$ cat src/rtl/bit_scan_ctrl_pkg.sv
// Shared types and helpers for the bit_scan_ctrl sequencer.
package bit_scan_ctrl_pkg;

  typedef enum logic [1:0] {
    ST_IDLE = 2'd0,
    ST_SCAN = 2'd1,
    ST_EMIT = 2'd2,
    ST_DONE = 2'd3
  } state_t;

  function automatic int unsigned clog2_fn(input int unsigned v);
    int unsigned r;
    r = 0;
    while ((32'd1 << r) < v) r++;
    return r;
  endfunction

endpackage

$ cat src/rtl/bit_scan_ctrl_bit_test.sv
// Combinational bit probe: hit = word[ptr].
module bit_scan_ctrl_bit_test
  import bit_scan_ctrl_pkg::*;
#(
  parameter int N    = 8,
  parameter int IDXW = 3
) (
  input  logic [N-1:0]    word,
  input  logic [IDXW-1:0] ptr,
  output logic            hit
);

  always_comb begin
    hit = word[ptr];
  end

endmodule

$ cat src/rtl/bit_scan_ctrl.sv
// Walks a captured word LSB->MSB and emits each set-bit position over valid/ready,
// then pulses done with the number of set bits found.
module bit_scan_ctrl
  import bit_scan_ctrl_pkg::*;
#(
  parameter int N    = 8,
  parameter int IDXW = 3
) (
  input  logic            clk,
  input  logic            rst_n,
  input  logic            start,
  input  logic [N-1:0]    word,
  input  logic            idx_ready,
  output logic            busy,
  output logic            idx_valid,
  output logic [IDXW-1:0] idx,
  output logic            done,
  output logic [IDXW:0]   count
);

  if (IDXW != int'(clog2_fn(N))) begin : g_bad_idxw
    $error("bit_scan_ctrl: IDXW must equal clog2(N)");
  end

  state_t          state, state_d;
  logic [IDXW-1:0] ptr, ptr_d;
  logic [N-1:0]    shadow, shadow_d;
  logic [IDXW:0]   count_d;
  logic [IDXW-1:0] idx_d;
  logic            idx_valid_d, busy_d, done_d;
  logic            hit, ptr_last;

  bit_scan_ctrl_bit_test #(.N(N), .IDXW(IDXW)) u_bit_test (
    .word (shadow),
    .ptr  (ptr),
    .hit  (hit)
  );

  assign ptr_last = (ptr == IDXW'(N - 1));

  always_ff @(posedge clk or negedge rst_n) begin
    if (!rst_n) begin
      state     <= ST_IDLE;
      ptr       <= '0;
      shadow    <= '0;
      count     <= '0;
      idx       <= '0;
      idx_valid <= 1'b0;
      busy      <= 1'b0;
      done      <= 1'b0;
    end else begin
      state     <= state_d;
      ptr       <= ptr_d;
      shadow    <= shadow_d;
      count     <= count_d;
      idx       <= idx_d;
      idx_valid <= idx_valid_d;
      busy      <= busy_d;
      done      <= done_d;
    end
  end

  // Outputs are registered copies of next-state decodes so busy/done line up with state.
  always_comb begin
    state_d     = state;
    ptr_d       = ptr;
    shadow_d    = shadow;
    count_d     = count;
    idx_d       = idx;
    idx_valid_d = idx_valid;

    case (state)
      ST_IDLE, ST_DONE: begin
        if (start) begin
          shadow_d = word;
          ptr_d    = '0;
          count_d  = '0;
          state_d  = ST_SCAN;
        end else begin
          state_d  = ST_IDLE;
        end
      end
      ST_SCAN: begin
        if (hit) begin
          idx_d       = ptr;
          count_d     = count + (IDXW + 1)'(1);
          idx_valid_d = 1'b1;
          state_d     = ST_EMIT;
        end else if (ptr_last) begin
          state_d = ST_DONE;
        end else begin
          ptr_d = ptr + IDXW'(1);
        end
      end
      ST_EMIT: begin
        if (idx_ready) begin
          idx_valid_d = 1'b0;
          if (ptr_last) begin
            state_d = ST_DONE;
          end else begin
            ptr_d   = ptr + IDXW'(1);
            state_d = ST_SCAN;
          end
        end
      end
      default: state_d = ST_IDLE;
    endcase

    busy_d = (state_d == ST_SCAN) || (state_d == ST_EMIT);
    done_d = (state_d == ST_DONE);
  end

endmodule

$ cat config.mk
export PLATFORM = sky130hd
export DESIGN_NAME = bit_scan_ctrl
export DESIGN_NICKNAME = d
export VERILOG_FILES = /design/src/rtl/bit_scan_ctrl_pkg.sv /design/src/rtl/bit_scan_ctrl_bit_test.sv /design/src/rtl/bit_scan_ctrl.sv
export SDC_FILE = /design/constraint.sdc
export NUM_CORES = 1
export LEC_CHECK = 0
export ABC_AREA = 1
export CORE_ASPECT_RATIO = 0.5
export CORE_MARGIN = 3
export CORE_UTILIZATION = 44
export CTS_CLUSTER_DIAMETER = 200
export DETAILED_ROUTE_END_ITERATION = 8
export PLACE_DENSITY = 0.73
export SYNTH_ARGS = -nofsm -noshare
export SYNTH_HDL_FRONTEND = slang
export SYNTH_SLANG_ARGS = --single-unit
export TNS_END_PERCENT = 30
$ cat constraint.sdc
create_clock -name clk -period 1.6 [get_ports clk]
set_clock_uncertainty 0.1 [all_clocks]
set_input_delay 0.4 -clock clk [delete_from_list [all_inputs] [get_ports clk]]
set_output_delay 0.4 -clock clk [all_outputs]
set_load 0.005 [all_outputs]
* After elaboration in Yosys (flattened, before gate mapping) *
Cells that the tools add are included.

operators by class
  add/sub/neg operators = 2
  order comparisons = 1
  eq/ne operators = 11
  mux-type cells = 19
  reductions and logical operators = 10

operators with widths
  cell                   number
  $mux W3                4
  $pmux W3 S3            1
  $reduce_and A3 Y1      3
  $eq A2 B2 Y1 const B   4
  $mux W2                4
  $mux W4                2
  $ne A2 B2 Y1 const B   4
  $pmux W4 S2            1
  $pmux W2 S3            1
  $add A4 B1 Y4 const B  1
  $eq A2 B1 Y1 const B   2
  $lt A3 B4 Y1 const B   1
  $mux W1                4
  $reduce_and A2 Y1      2
  $reduce_bool A2 Y1     2
  $add A3 B1 Y3 const B  1
  $bmux W1 S3            1
  $eq A3 B3 Y1 const B   1
  $logic_not A2 Y1       1
  $pmux W1 S2            1
  $reduce_or A2 Y1       1
  $logic_or A1 B1 Y1     1

storage, ports and cells
  flip-flop bits (word level) = 23
  output and inout bits = 10
  word-level logic and storage cells = 51

* Logic depth before layout (Yosys ltp) *
  depth in word-level cells = 6
  depth in mapped cells = 10
  depth with buffers taken out = 10

* Hierarchy *
Synthesis repeated with hierarchy kept, for this count alone.

second synthesis, totals
  cell total of the unflattened synthesis = 134
  area, all modules = 1,209.9 um^2

modules (own cells, without submodules)
  module                  instances  cells an instance  area an instance (um^2)  sequential area each (um^2)
  bit_scan_ctrl           1          106                1,099.8                  575.6
  bit_scan_ctrl_bit_test  1          28                 110.1                    0.0

* Worst setup path before layout *
No wires, ideal clock.

  path type = register to register
  start point = register state[0]
  end point = register busy
  setup time = 126 ps
  arrival time = 1,530 ps
  data required time = 1,374 ps
  path slack = -156 ps
  cell stages (with the launch flop) = 7
  buffers on the path = 1
  period minus slack after synthesis = 1,756 ps
  cells stage by stage = dfrtp_1 -> inv_1 -> ha_1 -> nand2_1 -> clkbuf_1 -> nand2_1 -> ha_1

between the ends
  longest elaborated chain between the ends = 5

ends and longest elaborated chain
  what                                                 line                                      source
  start, declared                                      bit_scan_ctrl.sv:25                       state_t state, state_d;
  start signal, assigned                               bit_scan_ctrl.sv:52                       state <= state_d;
  $eq A2 B2 Y1, or another cell as far along           bit_scan_ctrl.sv:72                       case (state)
  $reduce_or A2 Y1 / $mux W2 (equally long branches)   bit_scan_ctrl.sv:72, bit_scan_ctrl.sv:84
  $pmux W2 S3 (*)                                      bit_scan_ctrl.sv:72
  $eq A2 B1 Y1 / $eq A2 B2 Y1 (equally long branches)  bit_scan_ctrl.sv:109                      busy_d = (state_d == ST_SCAN) || (state_d == ST_EMIT);
  $logic_or A1 B1 Y1 (*)                               bit_scan_ctrl.sv:109
  via busy_d                                           bit_scan_ctrl.sv:30                       logic idx_valid_d, busy_d, done_d;
  end signal, assigned                                 bit_scan_ctrl.sv:58                       busy <= busy_d;
  end, declared                                        bit_scan_ctrl.sv:14                       output logic busy,

The timed path passes the listed nets; every way through them passes the cells marked *.
A chain may end at the register's enable or synchronous reset.

* Worst setup path in the final report *
  start point = register ptr[0]
  end point = register busy

between the ends
  longest elaborated chain between the ends = 6

ends and longest elaborated chain
  what                                                         line                                               source
  start, declared                                              bit_scan_ctrl.sv:26                                logic [IDXW-1:0] ptr, ptr_d;
  start signal, assigned                                       bit_scan_ctrl.sv:53                                ptr <= ptr_d;
  $bmux W1 S3 / $eq A3 B3 Y1 (equally long branches)           bit_scan_ctrl_bit_test.sv:14, bit_scan_ctrl.sv:39
  $mux W1 (not written as such), or another cell as far along  bit_scan_ctrl_bit_test.sv:14                       hit = word[ptr];
  $mux W2, on equally long branches                            bit_scan_ctrl.sv:84, bit_scan_ctrl.sv:96
  $pmux W2 S3 (*)                                              bit_scan_ctrl.sv:72
  $eq A2 B1 Y1 / $eq A2 B2 Y1 (equally long branches)          bit_scan_ctrl.sv:109
  $logic_or A1 B1 Y1 (*)                                       bit_scan_ctrl.sv:109
  via busy_d                                                   bit_scan_ctrl.sv:30

The timed path passes the listed nets; every way through them passes the cells marked *. The select of a mux whose other input is x is not followed.

==> impl_summary.md <==
Detailed routing
The detailed-route wire length per cell is 10.5 µm. After detailed routing, the number of vias per cell comes to ~4.6. Summed over all layers, the routed wires come to between 2000 and 2500 µm. In this run the remaining antenna-violating nets after routing total 0. In the routed design, unresolved DRC markers number 0. The final route contains 993 vias. The length of the first detailed-routing pass in iterations is 4. The number of violations reported at the end of detailed-routing iteration 0 is 43.

Synth
The synthesized netlist occupies a cell area of 0.00115 mm². The share of synthesized area in the top cell type comes to around half. The synthesized design contains 23 register bits. The async set-or-reset flop fraction in the synthesized netlist is 100%. The top flip-flop cell by instance count after synthesis is sky130_fd_sc_hd__dfrtp_1.

Counting flops with a built-in enable in the synthesized netlist gives 0. Yosys printed 0 warnings. By area the synthesized netlist is led by sky130_fd_sc_hd__dfrtp_1 50%, sky130_fd_sc_hd__nand2_1 12%, sky130_fd_sc_hd__ha_1 6.5%, sky130_fd_sc_hd__inv_1 5.2%, sky130_fd_sc_hd__a21oi_1 4.3%. The number of nets handed over by synthesis was ~150. The cell type with the highest aggregate area in the netlist is sky130_fd_sc_hd__dfrtp_1. The number of different library cells in the post-synthesis netlist is 20. The average instance in the mapped netlist occupies between 8 and 9 µm². The gate count after technology mapping is about 140.

Sequential cells were found to cover between 40% and 50% of the synthesized design area.

Clocking
For this design, the CTS-stage hold fixing added 0 buffers. The clock buffer count from CTS is 3. TritonCTS built the clock tree. The count of clock tree sinks is 23.

The deepest level of the CTS H-tree is 1. The clock reaches the later pin of the worst-skew pair after 0.27 ns. The CTS root buffer is sky130_fd_sc_hd__clkbuf_8. The clock slew seen by the registers of the worst setup and hold paths is about 0.080 ns. The maximum buffer depth of the clock tree is 2.

Critical path
The endpoint of the lowest-slack register-to-register path is busy. The number of buffers and inverters on the critical path is 1. The setup slack on the worst flop-to-flop path is -0.06 ns. The largest stage delay on the critical path is 0.45 ns. The number of stages on the worst setup path is 9. The category of the critical setup timing path is register to register. Walking the worst path, the cells encountered are ha_2 > ha_4 > inv_2 > nand2_1 > nand3_1 > nand2_1 > nand2_2 > nand2_1 > ha_1. The highest net fanout along the worst path is 4. Data on the critical path is required at its endpoint by between 1.5 and 2 ns. The startpoint of the lowest-slack register-to-register path is ptr[0]. The slowest stage cell on the critical path is sky130_fd_sc_hd__dfrtp_2. The critical path starts at ptr[0]. STA classifies the critical path endpoint as a register. Measured in cells, the most critical reg-to-reg path has a length of 9.

The worst setup path is launched from a register. Grouping stages by cell kind, the critical path spends the most delay in adder cells. The critical path ends at busy.

The critical path's most frequent cell is sky130_fd_sc_hd__nand2_1. Data on the critical path arrives at its endpoint at approximately 1.7 ns.

Floorplanning
The number of primary I/O pins is 22. The die height is ~42 µm. Once the floorplan was initialized, standard cells occupied 49.3% of the core. The cell row count is 12. After floorplanning, the core was sized to cover between 0.002 and 0.0025 mm². The die boundary width is roughly 78 µm. The floorplan die area is roughly 0.0033 mm².

Hold path
The min-delay analysis places its worst path in the category input port to async pin.

Cells and area
The final non-filler cell total is roughly 220. The number of diodes added for antenna fixing is 0. The area added between synthesis and finish is 45.9%. Cells fill 71.8% of the core in the end. Cells with a size suffix above 1 make up 28.0% of the layout. The final net count is 201.

The number of filler instances in the final layout is 185.

Timing
The number of hold violations in the final report is 0. The worst path uses 104% of the clock period. The final number of setup-violating endpoints is 2.

The time the final worst path needs with I/O delays and setup is 1.66 ns. The worst pin sits at a relative slew slack of 80.1%. Setup repair after global routing could not meet its margin everywhere. The post-layout worst setup margin is -0.0646 ns. At the pin with the least slew margin, the transition time is 0.298 ns. Based on the critical path, the design can be clocked at up to ~0.60 GHz. Hold timing on the final database bottoms out at a slack of approximately 0.37 ns. The number of max-slew violations in the final report was 0.

Run status
The checks that failed: negative setup slack. The flow ran to the end, but the final reports show violations.

Placement
The number of instances in the placed design is about 200. The number of buffer cells added on primary ports is 21. The final RePlAce weighted congestion is between 0.8 and 0.9. The final HPWL from detailed placement is about 1700 µm. The post-placement setup slack is -0.167 ns.

Global routing
The first-pass GRT wire length is between 3000 and 4000 µm. The number of antenna violations at the first check in global routing is 0. Across every metal layer, demand over resource in global routing totals between 10 and 15%. Entering global routing, the biggest net connects 24 pins. The via count of the first global-routing pass is between 800 and 900. The total overflow left after global routing is 0.

Pwr
The worst-case IR drop observed on VDD is around 0.00075 V. Summing internal, switching and leakage power gives a little over 3 mW. Summed over all cells, the static leakage comes to 0.879 nW.

The areal power density over the cells is between 1500 and 2000 mW/mm².

Flow run
The max-cap check violation count is 0.
==> timing repair <==
action / CTS / global route
setup buffers: 5 / 2
pin swaps: 0 / 5
endpoints found under the setup margin: 10 / 11
gates resized for setup: 11 / 13
==> sequential cells by signal, indices dropped and copies added (netlist names) <==
register and flops:
state 2, busy 1, idx 3, count 4, done 1, shadow 8, ptr 3, idx_valid 1
==> area by class of cell <==
type / instances / area (µm²) / area share (%)
tap: 35 / 43.8 / 2.60
clock buffer: 3 / 41.3 / 2.45
inverter: 17 / 63.8 / 3.79
sequential: 23 / 577 / 34.3
timing repair buffer: 43 / 383 / 22.8
multi-input combinational: 95 / 567 / 33.7
clock inverter: 1 / 7.51 / 0.446
==> metrics by stage <==
step           area [µm²]  setup TNS (ns)
2_1_floorplan        1160               0
3_3_place_gp         1540          -0.515
3_5_place_dp         1540          -0.672
4_1_cts              1620         -0.0728
5_1_grt              1680           -1.07
6_report             1680         -0.0648
==> report_power, final <==
part,leakage [nW],switching (mW),internal [mW]
logic,0.572,0.919,0.835
registers,0.285,0.101,0.803
clock network,0.0217,0.191,0.176
total,0.879,1.21,1.81
==> worst min path at each step <==
stage	to	depth (start not counted)	from	slack, ns
2_1_floorplan	busy	0	rst_n	0.004
3_3_place_gp	idx_valid	2	idx_valid	0.36
3_5_place_dp	idx_valid	2	idx_valid	0.36
4_1_cts	shadow[2]	2	rst_n	0.38
5_1_grt	shadow[2]	2	rst_n	0.39
6_report	shadow[4]	2	rst_n	0.37
==> layer usage <==
metal	global-route usage [%]	wire length, µm
met5	0	0
met4	2.09	14
met3	4.51	120
met2	23.1	1000
met1	20.1	1150
==> placed cells by master (no fill, tap or decap), drive strengths merged <==
cell           count
o211ai             1
clkinvlp           1
ha                 6
xor2               1
buf               22
dlygate4sd2        9
inv               17
dfrtp             23
a21oi             10
xnor2              1
clkbuf             3
nand2             42
o21ai              9
nand3             11
nor2              12
or2                2
clkdlybuf4s50     11
dlymetal6s2s       1
==> cell usage after synthesis, types with 2 or more instances <==
master	n
sky130_fd_sc_hd__nand2_1	38
sky130_fd_sc_hd__dfrtp_1	23
sky130_fd_sc_hd__inv_1	16
sky130_fd_sc_hd__nor2_1	11
sky130_fd_sc_hd__a21oi_1	10
sky130_fd_sc_hd__nand3_1	8
sky130_fd_sc_hd__o21ai_0	8
sky130_fd_sc_hd__ha_1	6
sky130_fd_sc_hd__nand2_2	3
sky130_fd_sc_hd__nand3_2	2
sky130_fd_sc_hd__or2_2	2
==> cell families after synthesis <==
| family | count (synthesis) | share of synthesized area [%] |
|---|---|---|
| AOI/OAI and AO/OA | 20 | 8.89 |
| DFF | 23 | 49.9 |
| buffers and inverters | 18 | 5.86 |
| and+or+nand+nor | 67 | 27.3 |
| adders and majority gates | 6 | 6.51 |
| xor gates and xnor gates | 2 | 1.52 |
Power figures use the tool's default switching activity.
